### src/rtl/display_scan_controller.sv
// Four-digit multiplexed display scanner: per-slot dead time, leading-zero and
// per-digit blanking, and a double-buffered value that swaps only at frame end.
module display_scan_controller #(
    parameter int PRESCALE     = 100000,
    parameter int BLANK_CYCLES = 1000
) (
    input  logic        clock,
    input  logic        resetN,
    input  logic        enable,
    input  logic        loadValid,
    output logic        loadReady,
    input  logic [15:0] digitsIn,
    input  logic        lzEnable,
    input  logic [3:0]  blankMask,
    output logic [3:0]  anode,
    output logic [3:0]  digitCode,
    output logic        digitBlank,
    output logic        frameTick
);
    localparam int            CW       = $clog2(PRESCALE);
    localparam logic [CW-1:0] CNT_LAST = CW'(PRESCALE - 1);
    localparam logic [CW-1:0] CNT_SHOW = CW'(BLANK_CYCLES);

    typedef enum logic [1:0] {
        ST_IDLE,
        ST_BLANK,
        ST_SHOW
    } state_t;

    state_t        state_q, state_d;
    logic [CW-1:0] cnt_q, cnt_d;
    logic [1:0]    idx_q, idx_d;
    logic [15:0]   active_q, active_d;
    logic [15:0]   pend_q, pend_d;
    logic          ready_q, ready_d;
    logic [3:0]    anode_q, anode_d;
    logic [3:0]    code_q, code_d;
    logic          blank_q, blank_d;
    logic          tick_q, tick_d;

    logic [3:0]    nib_zero;
    logic [3:0]    zero_upper;
    logic [3:0]    suppress;

    for (genvar gi = 0; gi < 4; gi++) begin : g_nib
        assign nib_zero[gi] = (active_d[4*gi +: 4] == 4'd0);
    end

    // zero_upper[i] is set when digit i and every digit above it are zero
    assign zero_upper = {nib_zero[3], &nib_zero[3:2], &nib_zero[3:1], &nib_zero[3:0]};
    assign suppress   = blankMask | ({4{lzEnable}} & zero_upper & 4'b1110);

    always_comb begin
        state_d = state_q;
        cnt_d   = cnt_q;
        idx_d   = idx_q;
        if (!enable) begin
            state_d = ST_IDLE;
            cnt_d   = '0;
            idx_d   = '0;
        end else begin
            case (state_q)
                ST_IDLE: begin
                    state_d = ST_BLANK;
                    cnt_d   = '0;
                    idx_d   = '0;
                end
                ST_BLANK: begin
                    cnt_d = cnt_q + CW'(1);
                    if (cnt_d == CNT_SHOW) begin
                        state_d = ST_SHOW;
                    end
                end
                ST_SHOW: begin
                    if (cnt_q == CNT_LAST) begin
                        cnt_d   = '0;
                        idx_d   = idx_q + 2'd1;
                        state_d = ST_BLANK;
                    end else begin
                        cnt_d = cnt_q + CW'(1);
                    end
                end
                default: begin
                    state_d = ST_IDLE;
                    cnt_d   = '0;
                    idx_d   = '0;
                end
            endcase
        end
    end

    // A capture made during the frameTick cycle is not yet visible here, so it
    // naturally waits for the following frame end.
    always_comb begin
        active_d = active_q;
        pend_d   = pend_q;
        ready_d  = ready_q;
        if (!ready_q && (tick_q || state_q == ST_IDLE)) begin
            active_d = pend_q;
            ready_d  = 1'b1;
        end else if (loadValid && ready_q) begin
            pend_d  = digitsIn;
            ready_d = 1'b0;
        end
    end

    // Outputs are decoded from next-state values so they register in step with the state.
    always_comb begin
        anode_d = 4'hf;
        code_d  = 4'd0;
        blank_d = 1'b1;
        if (state_d == ST_SHOW && !suppress[idx_d]) begin
            anode_d        = 4'hf;
            anode_d[idx_d] = 1'b0;
            code_d         = active_d[{idx_d, 2'b00} +: 4];
            blank_d        = 1'b0;
        end
        tick_d = (state_d == ST_SHOW) && (idx_d == 2'd3) && (cnt_d == CNT_LAST);
    end

    always_ff @(posedge clock) begin
        if (!resetN) begin
            state_q  <= ST_IDLE;
            cnt_q    <= '0;
            idx_q    <= '0;
            active_q <= '0;
            pend_q   <= '0;
            ready_q  <= 1'b1;
            anode_q  <= 4'hf;
            code_q   <= 4'd0;
            blank_q  <= 1'b1;
            tick_q   <= 1'b0;
        end else begin
            state_q  <= state_d;
            cnt_q    <= cnt_d;
            idx_q    <= idx_d;
            active_q <= active_d;
            pend_q   <= pend_d;
            ready_q  <= ready_d;
            anode_q  <= anode_d;
            code_q   <= code_d;
            blank_q  <= blank_d;
            tick_q   <= tick_d;
        end
    end

    assign loadReady  = ready_q;
    assign anode      = anode_q;
    assign digitCode  = code_q;
    assign digitBlank = blank_q;
    assign frameTick  = tick_q;

endmodule

### config.mk
export PLATFORM = sky130hd
export DESIGN_NAME = display_scan_controller
export DESIGN_NICKNAME = d
export VERILOG_FILES = /design/src/rtl/display_scan_controller.sv
export SDC_FILE = /design/constraint.sdc
export NUM_CORES = 1
export LEC_CHECK = 0
export CORE_MARGIN = 2
export CORE_UTILIZATION = 29
export DETAILED_ROUTE_END_ITERATION = 8
export PLACE_DENSITY = 0.57
export SYNTH_ARGS = -nofsm -noshare
export SYNTH_HDL_FRONTEND = slang
export SYNTH_SLANG_ARGS = --single-unit
### constraint.sdc
create_clock -name clock -period 4.3 [get_ports clock]
set_input_delay 0.86 -clock clock [delete_from_list [all_inputs] [get_ports clock]]
set_output_delay 0.86 -clock clock [all_outputs]
set_load 0.02 [all_outputs]
==> results.md <==
* Setup CP Type: flip-flop to flip-flop
* Yosys warning total at 0
* Total GRT Usage at 0.138
* Hold Startpoint: pend_q[6]
* Syn Nets at 435
* Root Driver: clkbuf_16
* Die Y at 111 um
* Maximum fanout along the worst path at 12
* Later-pin clock latency in the skew report at 0.33 ns
* Maxcap violations at 0
* CTS H-tree lvls at 3
* Hold-fix buffers, CTS at 0
* Fin Clk Skew at 0.00652 ns
* Num Clock Sinks at 64
* Initial DRC Count at about 180
* Final Cycle Share at 0.784
* Comb power frac at 0.076
* Setup TNS at 0 ns
* Final hold vios at 0
* Final antenna-violating net count at 0
* Diode count at 0
* Async SR Flop Fraction at 0
* DR WL/cell at 14.2 um
* Row Count at 39
* Worst VDD drop at 0.132 mV
* Global-route wire length before repair at 13700 um
* Commonest register cell after synthesis: dfxtp_1
* Crit path time final at approximately 3.4 ns
* Setup crit start kind: flip-flop
* WL final at just over 8000 um
* Final #Nets at approximately 460
* Grt total ovfl at 0
* Yosys reg bits at 64
* First-pass DRT Iterations at 4
* WHS Endpoint: pend_q[6]
* Average cell area after synthesis at just over 8 um2
* Worst hold stages at 2
* Num ports at 36
* Final setup violation count at 0
* Core area at roughly 0.011 mm2
* Vias in the first global route at 2672
* Inserted Clock Buffers at 9
* Clock slew at reported path FFs at 0.05 ns
* CP arrival at around 3.6 ns
* Reg2Reg Launch Point: cnt_q[9]
* Sw Ratio at 0.219
* FF-to-FF path depth at 7
* CTS tree: built
* Synthesized area at 0.00333 mm2
* Power per Cell Area at approximately 370 mW/mm2
* Vias at between 2000 and 3000
* Clk pwr share at 0.508
* Reg-to-reg slack, setup at around 0.93 ns
* Die width at 111 um
* Reg power frac at 0.415
* Initial Util at 0.294
* Cell variety after synth at 56
* Reg-to-reg critical path endpoint: anode[0]
* Psw at 0.000327 W
* Commonest non-fill, non-tap cell in the layout: nand2_1
* Outcome: complete, no violations
* GPL Wtd Cong at 0.869
* Achievable Freq at about 300 MHz
* Post-CTS Setup Inserts at 0
* Worst-margin pin slew at around 0.8 ns
* Via/cell ratio at 5.11
* Post-CTS sizing at 0
* Most frequent cells in the layout: 91 x nand2_1, 64 x dfxtp_1, 35 x clkdlybuf4s50_1
* HPWL after DPL at between 6000 and 7000 um
* WP data required at 4.51 ns
* Drt drc at 0
* Input/output buffers at 35
* Area grow syn2layout at 21.7%
* Max_slew headroom at 0.456
* EDFF count, synth at 0
* Clock buffer depth at 2
* Pin count of the biggest net entering global routing at 38
* RSZ-0062 raised after global routing: false
* Pint at approximately 0.0012 W
* Worst setup EP type: flip-flop
* Total Power at between 0.001 and 0.0015 W
* Final slew viol count at 0
* Leak at around 1.3 nW
* Fraction of layout cells with a size suffix above 1 at 0.0808
* Die area at roughly 0.012 mm2
* Gate Count Post-Synth at 404
* Hold Path Class: flip-flop to flip-flop
* Register area share after synthesis at 0.385
* Initial antenna violation count at 0
cells by family (layout without fill, tap and decap cells):
group | Yosys count | in the layout | synth area share
simple gates | 196 | 196 | 0.291
xor+xnor | 17 | 17 | 0.0448
buf+inv | 35 | 64 | 0.0557
fa+ha+maj | 6 | 6 | 0.0226
compound gates | 86 | 86 | 0.200
flops | 64 | 64 | 0.385
through the flow:
step,worst slack [ns],utilization,instance area [um2],hold WS (ns),std cells
final,0.930,0.358,4050,0.480,576
after global routing,0.758,0.358,4050,0.504,576
after CTS,0.960,0.358,4050,0.482,576
after detailed placement,0.968,0.330,3730,0.475,560
after global placement,1.04,0.330,3730,0.471,560
after floorplan,1.22,-,3330,0.450,404
synth_stat cells, types with 2 or more instances:
cell type  count  area (um2)
a32oi_1        5        43.8
clkbuf_1      16        60.1
nand4_1        5        31.3
a21boi_0      32         240
nand2_1       91         342
nand2b_1       5        31.3
o211ai_1       2        15.0
buf_2          2        10.0
a21oi_1        6        30.0
nor3_1        10        50.1
a211o_1        4        35.0
nor2b_1        4        25.0
or4_4          2        22.5
nand3_1       15        75.1
xnor2_1        9        78.8
o21ai_0        9        45.0
dfxtp_1       64        1280
a211oi_1       5        37.5
and2_1         6        37.5
xor2_1         8        70.1
ha_1           6        75.1
o22ai_1        2        12.5
or3_1          8        50.1
a311oi_1       4        35.0
and4_1         4        35.0
or4_1          2        15.0
buf_6          5        56.3
a22o_2         4        40.0
nor4_1        10        62.6
nand4b_1       3        26.3
inv_1          9        33.8
nor2_1        23        86.3
final cells by class:
type	instances	area, um2
inverters	9	33.8
well taps	143	179
clock buffers	11	233
fillers	1161	7270
repair buffers	39	380
clock inverters	5	81.3
flip-flops and latches	64	1280
multi-input cells	305	1860
state kept, by name, indices dropped and copies added (netlist names):
register and cells:
active_q 16, anode 4, cnt_q 17, digitBlank 1, digitCode 4, frameTick 1
idx_q 2, loadReady 1, pend_q 16, state_q 2
worst max-delay path by stage:
stage	start	endpoint	slack, ns	cells past startpoint
global route	cnt_q[9]	anode[0]	0.76	7
finish	cnt_q[9]	anode[0]	0.93	7
floorplan	cnt_q[9]	anode[0]	1.22	9
CTS	cnt_q[9]	anode[0]	0.96	7
global placement	cnt_q[9]	anode[0]	1.04	7
detailed placement	cnt_q[9]	anode[0]	0.97	7
per-layer routing:
metal,up-vias,GRT usage,part of all wire
met5,-,0,0
li1,1480,-,-
met3,9,0.0350,0.067
met2,99,0.188,0.42
met4,0,0.0568,0.016
met1,1357,0.206,0.50
critical path, stage by stage (launching register included):
cell,delay [ns]
dfxtp_1,0.41
or3b_1,0.40
or4_4,0.63
o221ai_2,0.44
a21oi_1,0.37
o22a_1,0.34
o22a_4,0.28
or4_1,0.39
power groups by stage:
stage	Clock [W]	Combinational, W	Sequential [W]
after floorplan	0	0.0000713	0.000629
after global placement	0	0.000112	0.000633
after detailed placement	0	0.000114	0.000633
after CTS	0.000780	0.000114	0.000621
after global routing	0.000807	0.000127	0.000623
final	0.000760	0.000114	0.000621
No activity file was read; power rests on OpenSTA's default activity.
